`config.mk`:
```
export PLATFORM = sky130hd
export DESIGN_NAME = frame_test_gen
export DESIGN_NICKNAME = d
export VERILOG_FILES = /design/src/rtl/frame_test_pkg.sv /design/src/rtl/frame_test_gen_prbs.sv /design/src/rtl/frame_test_gen.sv
export SDC_FILE = /design/constraint.sdc
export NUM_CORES = 1
export LEC_CHECK = 0
export ABC_AREA = 1
export CAP_MARGIN = 20
export CORE_ASPECT_RATIO = 1.4
export CORE_UTILIZATION = 52
export CTS_CLUSTER_SIZE = 8
export DETAILED_ROUTE_END_ITERATION = 10
export PLACE_DENSITY_LB_ADDON = 0.08
export SLEW_MARGIN = 15
export SYNTH_ARGS = -nofsm -noshare
export SYNTH_HDL_FRONTEND = slang
export SYNTH_SLANG_ARGS = --single-unit
```
`constraint.sdc`:
```
create_clock -name clk -period 1.65 [get_ports clk]
set_input_delay 0.165 -clock clk [delete_from_list [all_inputs] [get_ports clk]]
set_output_delay 0.165 -clock clk [all_outputs]
set_load 0.1 [all_outputs]
```
`src/rtl/frame_test_pkg.sv`:
```
// Shared types, ROM contents and LFSR tap selection for the frame test generator.
package frame_test_pkg;

    typedef enum logic [1:0] {
        MODE_ROM  = 2'd0,
        MODE_CNT  = 2'd1,
        MODE_PRBS = 2'd2
    } mode_t;

    typedef enum logic [2:0] {
        StIdle,
        StSend,
        StWaitRdy,
        StEndWait,
        StDelay,
        StHold
    } state_t;

    // ROM table as 32-bit words; callers truncate to their data width.
    function automatic logic [31:0] rom_init(input int unsigned idx);
        case (idx)
            0:       return 32'h0000_00AA;
            1:       return 32'h0000_0000;
            2:       return 32'h0000_00AA;
            3:       return 32'h0000_00FF;
            4:       return 32'h0000_0055;
            default: return idx + 32'd1;
        endcase
    endfunction

    // Tap mask (bit n-1 for term x^n) for a Fibonacci LFSR that shifts towards the MSB.
    function automatic logic [31:0] prbs_taps(input int unsigned width);
        case (width)
            16:      return 32'h0000_D008;
            32:      return 32'h8020_0003;
            default: return 32'h0000_00B8;
        endcase
    endfunction

endpackage

```
`src/rtl/frame_test_gen_prbs.sv`:
```
// Fibonacci LFSR word source; reloads to all-ones and steps once per accepted word.
module prbs_gen
    import frame_test_pkg::*;
#(
    parameter int unsigned WIDTH = 8
) (
    input  logic             clk,
    input  logic             reset,
    input  logic             seed_load,
    input  logic             advance,
    output logic [WIDTH-1:0] q
);

    localparam logic [WIDTH-1:0] TAPS = WIDTH'(prbs_taps(WIDTH));

    logic [WIDTH-1:0] lfsr_q;
    logic             feedback;

    assign feedback = ^(lfsr_q & TAPS);

    always_ff @(posedge clk) begin
        if (reset || seed_load) begin
            lfsr_q <= '1;
        end else if (advance) begin
            lfsr_q <= {lfsr_q[WIDTH-2:0], feedback};
        end
    end

    assign q = lfsr_q;

endmodule

```
`src/rtl/frame_test_gen.sv`:
```
// Frame generator driving a byte-serial transmitter's send/ready handshake with ROM,
// counting or PRBS words, separated by a programmable inter-frame delay.
module frame_test_gen
    import frame_test_pkg::*;
#(
    parameter int unsigned DATA_W       = 8,
    parameter int unsigned MEM_SIZE     = 32,
    parameter int unsigned WAIT_TIME_US = 10000,
    parameter int unsigned CLK_PD_NS    = 10,
    parameter int unsigned WAIT_TIME    = (WAIT_TIME_US * 1000) / CLK_PD_NS
) (
    input  logic                      clk,
    input  logic                      reset,
    input  logic                      run,
    input  logic                      single,
    input  logic [1:0]                mode,
    input  logic [$clog2(MEM_SIZE):0] length,
    input  logic                      ready,
    output logic                      send,
    output logic [DATA_W-1:0]         data,
    output logic                      frame_done,
    output logic [15:0]               frame_count
);

    localparam int unsigned      LEN_W    = $clog2(MEM_SIZE) + 1;
    localparam int unsigned      CNT_W    = (WAIT_TIME > 1) ? $clog2(WAIT_TIME) : 1;
    localparam logic [LEN_W-1:0] MAX_LEN  = LEN_W'(MEM_SIZE);
    localparam logic [CNT_W-1:0] CNT_LAST = CNT_W'(WAIT_TIME - 1);

    state_t             state_q, state_d;
    logic [LEN_W-1:0]   index_q, index_d;
    logic [LEN_W-1:0]   len_q, len_d;
    mode_t              mode_q, mode_d;
    logic               single_q, single_d;
    logic [CNT_W-1:0]   wait_q, wait_d;
    logic               done_q, done_d;
    logic [15:0]        count_q, count_d;
    logic               seed_load;
    logic               advance;
    logic [DATA_W-1:0]  prbs_word;

    function automatic mode_t decode_mode(input logic [1:0] m);
        case (m)
            2'd1:    return MODE_CNT;
            2'd2:    return MODE_PRBS;
            default: return MODE_ROM;
        endcase
    endfunction

    prbs_gen #(
        .WIDTH (DATA_W)
    ) u_prbs (
        .clk       (clk),
        .reset     (reset),
        .seed_load (seed_load),
        .advance   (advance),
        .q         (prbs_word)
    );

    always_comb begin
        state_d   = state_q;
        index_d   = index_q;
        len_d     = len_q;
        mode_d    = mode_q;
        single_d  = single_q;
        wait_d    = wait_q;
        done_d    = 1'b0;
        count_d   = count_q;
        seed_load = 1'b0;
        advance   = 1'b0;
        send      = 1'b0;
        case (state_q)
            StIdle: begin
                index_d   = '0;
                seed_load = 1'b1;
                if (run && ready && (length != '0)) begin
                    mode_d   = decode_mode(mode);
                    len_d    = (length > MAX_LEN) ? MAX_LEN : length;
                    single_d = single;
                    state_d  = StSend;
                end
            end
            StSend: begin
                send = 1'b1;
                // ready falling while send is high means the word was taken.
                if (!ready) begin
                    index_d = index_q + 1'b1;
                    advance = 1'b1;
                    if (index_q == len_q - 1'b1) begin
                        done_d  = 1'b1;
                        count_d = count_q + 16'd1;
                        state_d = StEndWait;
                    end else begin
                        state_d = StWaitRdy;
                    end
                end
            end
            StWaitRdy: begin
                if (ready) state_d = StSend;
            end
            StEndWait: begin
                wait_d = '0;
                if (ready) state_d = StDelay;
            end
            StDelay: begin
                wait_d = wait_q + 1'b1;
                if (wait_q == CNT_LAST) state_d = single_q ? StHold : StIdle;
            end
            StHold: begin
                if (!run) state_d = StIdle;
            end
            default: state_d = StIdle;
        endcase
    end

    always_comb begin
        case (mode_q)
            MODE_CNT:  data = DATA_W'(index_q);
            MODE_PRBS: data = prbs_word;
            default:   data = DATA_W'(rom_init(32'(index_q)));
        endcase
    end

    always_ff @(posedge clk) begin
        if (reset) begin
            state_q  <= StIdle;
            index_q  <= '0;
            len_q    <= '0;
            mode_q   <= MODE_ROM;
            single_q <= 1'b0;
            wait_q   <= '0;
            done_q   <= 1'b0;
            count_q  <= '0;
        end else begin
            state_q  <= state_d;
            index_q  <= index_d;
            len_q    <= len_d;
            mode_q   <= mode_d;
            single_q <= single_d;
            wait_q   <= wait_d;
            done_q   <= done_d;
            count_q  <= count_d;
        end
    end

    assign frame_done  = done_q;
    assign frame_count = count_q;

endmodule
```
==> out/qor.yml <==
drt_first_pass_iters: 5
synth-main-ff-cell: "dfxtp_1"
drtIter0Drc: 195
routed_wl_mm: 10.9
core.rowCount: 36
rsz0062_at_grt: "true"
grtUsageTotal: 0.294
yosysTopAreaCell: "dfxtp_1"
first_global_vias: 3874
grt_pass1_wl_mm: 17.4
crit_path_start_kind: "flop"
cts_buffers: 9
clk_root_buffer_cell: "clkbuf_8"
die_y_um: 103
hold_violations: 0
period_minus_slack_ps: 2020
violations: "setup timing"
tns_ps: -2910
seq_area_frac_synth: 0.333
cts_hold_repair.buffers: 0
synth_simple_gate_area_frac: 0.374
grt_max_degree: 22
fin_nets: 693
synth_area_um2: 3780
cts.clk_slew.worst_paths_ps: 70
synthCells: 588
nFillCells: 492
hp-class: "input port to flop"
cts_sinks: 63
yosys-top-cells-count: "182 x nand2_1, 63 x dfxtp_1, 61 x nor2_1"
criticalPathCategory: "flop to output port"
antenna_found_initial: 0
ys_async_sr_fraction: 0
cp.required_ps: 1480
cp_slowest_cell: "dfxtp_4"
cp-end-kind: "output port"
viasPerCell: 5.43
yosys_warnings: 0
whs_path_depth: 3
synthAdderAreaFrac: 0.0298
synth_edf_count: 0
synth_xor_area_frac: 0.0410
synth_nets: 610
vdd_ir_drop_max_v: 0.00102
synth_top_area_frac: 0.333
finalSetupViolations: 22
area_growth_pct: 44.2
die_w_um: 74.1
maxSlewViolCount: 0
hold_start: "length[4]"
dieArea_um2: 7630
r2r_start: "len_q[0]"
cp.arrival_ps: 1860
place_congestion: 0.889
htreeDepth: 3
ys_types: 35
maxSlewHeadroom: 0.696
postRouteAntennaNets: 0
tritoncts: "built"
max_slew.worst_pin.slew_ps: 456
wl_per_cell_um: 14.1
crit_buf_inv: 2
hold_end: "len_q[4]"
synthMuxAreaShare: 0
synth_top_family_by_area: "simple AND/OR/NAND/NOR gates"
io_pins: 39
fin_util: 0.781
insertedDiodeCount: 0
power.density_nw_per_um2: 846
cts_buffer_depth: 2
path_max_fanout: 4
setup_slack_ps: -370
maxClockFrequency_mhz: 495
crit_family: "compound AO/OA/AOI/OAI gates"
core_um2: 6980
rrSetupSlack_ps: -60
status: "finished with violations"
p_leak_nw: 2.13
overflow: 0
holdWs_ps: 430
io_buffer_count: 38
drive_gt1_frac: 0.280
reg2reg_to: "frame_count[1]"
synth.area.top_cells: "dfxtp_1 33%, nand2_1 18%, a21oi_1 7.1%"
synth_compound_area_frac: 0.132
drc_errors: 0
reg2reg_depth: 12
max_cap_violations: 0
vias: 4178
fin_crit_sh: 1.22
skew_ps: 11.8
ys_ff_latch: 63
dp_hpwl_mm: 7.43
worstPathCellList: "inv_4 > ha_4 > o31a_1 > nor2_4 > nand2_1 > a22oi_2 > buf_12"
synth.most_common_cell: "nand2_1"
max_stage_delay_ps: 370
syn_avg_cell_area_um2: 6.43
clk-insertion-delay-late_ps: 350
start_util: 0.542
==> placed cells by master, fill, tap and decap left out, drive strengths merged <==
cell type / n
nand2: 182
buf: 78
nor2: 64
dfxtp: 63
inv: 62
a21oi: 54
nand3: 45
nand4: 24
o21ai: 14
nor3: 14
clkdlybuf4s50: 12
xor2: 11
clkbuf: 9
ha: 9
a22oi: 8
xnor2: 5
a211oi: 3
a221oi: 3
clkinv: 3
clkinvlp: 2
nand3b: 2
o22ai: 2
o31a: 1
o211ai: 1
o211a: 1
o311a: 1
or2: 1
bufinv: 1
==> area by class of cell <==
class / instances / area (um2) / area share
Tap cell: 95 / 119 / 0.0218
Sequential cell: 63 / 1300 / 0.239
Timing Repair Buffer: 90 / 1050 / 0.193
Inverter: 62 / 243 / 0.0445
Clock inverter: 6 / 58.8 / 0.0108
Multi-Input combinational cell: 445 / 2550 / 0.468
Clock buffer: 9 / 124 / 0.0227
==> logic make-up (layout without fill, tap and decap cells) <==
family,count (synthesis),in the layout
AOI/OAI and AO/OA,88,88
xor gates and xnor gates,16,16
DFF,63,63
and+or+nand+nor,330,332
adders and majority gates,9,9
buffers and inverters,82,167
==> per-stage QoR <==
| stage | area (um2) | cells | total power [mW] | setup slack, ps |
|---|---|---|---|---|
| floorplan | 3940 | 588 | 2.63 | -532 |
| global placement | 4910 | 744 | 3.18 | -44.6 |
| global route | 5460 | 770 | 4.79 | -455 |
| finish | 5460 | 770 | 4.61 | -370 |
| CTS | 5210 | 761 | 4.55 | -413 |
| detailed placement | 4910 | 744 | 3.19 | -91.5 |
==> what timing repair did <==
item	in CTS	in global routing
setup buffers	2	8
endpoints found under the setup margin	29	43
pin swaps	17	29
gates cloned	1	1
gates resized for setup	23	44
==> routing by layer <==
layer | routed length, um | vias up | GRT usage | share of wire
met4 | 235 | 0 | 0.129 | 0.022
met5 | 0 | - | 0 | 0
met3 | 479 | 25 | 0.0450 | 0.044
met1 | 4530 | 1932 | 0.339 | 0.42
met2 | 5620 | 126 | 0.527 | 0.52
li1 | - | 2095 | - | -
==> how the worst max path moves through the flow <==
stage / start / to / slack, ps / cells after the start
finish: index_q[0] / data[2] / -370 / 7
global route: index_q[5] / data[3] / -460 / 8
CTS: index_q[1] / data[3] / -410 / 6
detailed placement: index_q[1] / data[0] / -90 / 7
global placement: index_q[1] / data[0] / -40 / 7
floorplan: index_q[0] / data[0] / -530 / 6
==> power by group <==
group	switching (mW)	internal, mW
logic	1.05	0.638
clock network	0.641	0.686
registers	0.0400	1.56
total	1.73	2.88
==> flip-flops by register name, indices dropped and copies added, names as in the netlist <==
register,count
u_prbs.q,8
len_q,6
single_q,1
frame_done,1
state_q,3
index_q,6
wait_q,20
frame_count,16
mode_q,2
==> worst min-delay path: cells and delay by family <==
family | cells | cell delay (ps)
buffers and inverters | 1 | 430
and+or+nand+nor | 1 | 80
AOI/OAI and AO/OA | 1 | 60
No activity file was read; power rests on OpenSTA's default activity.
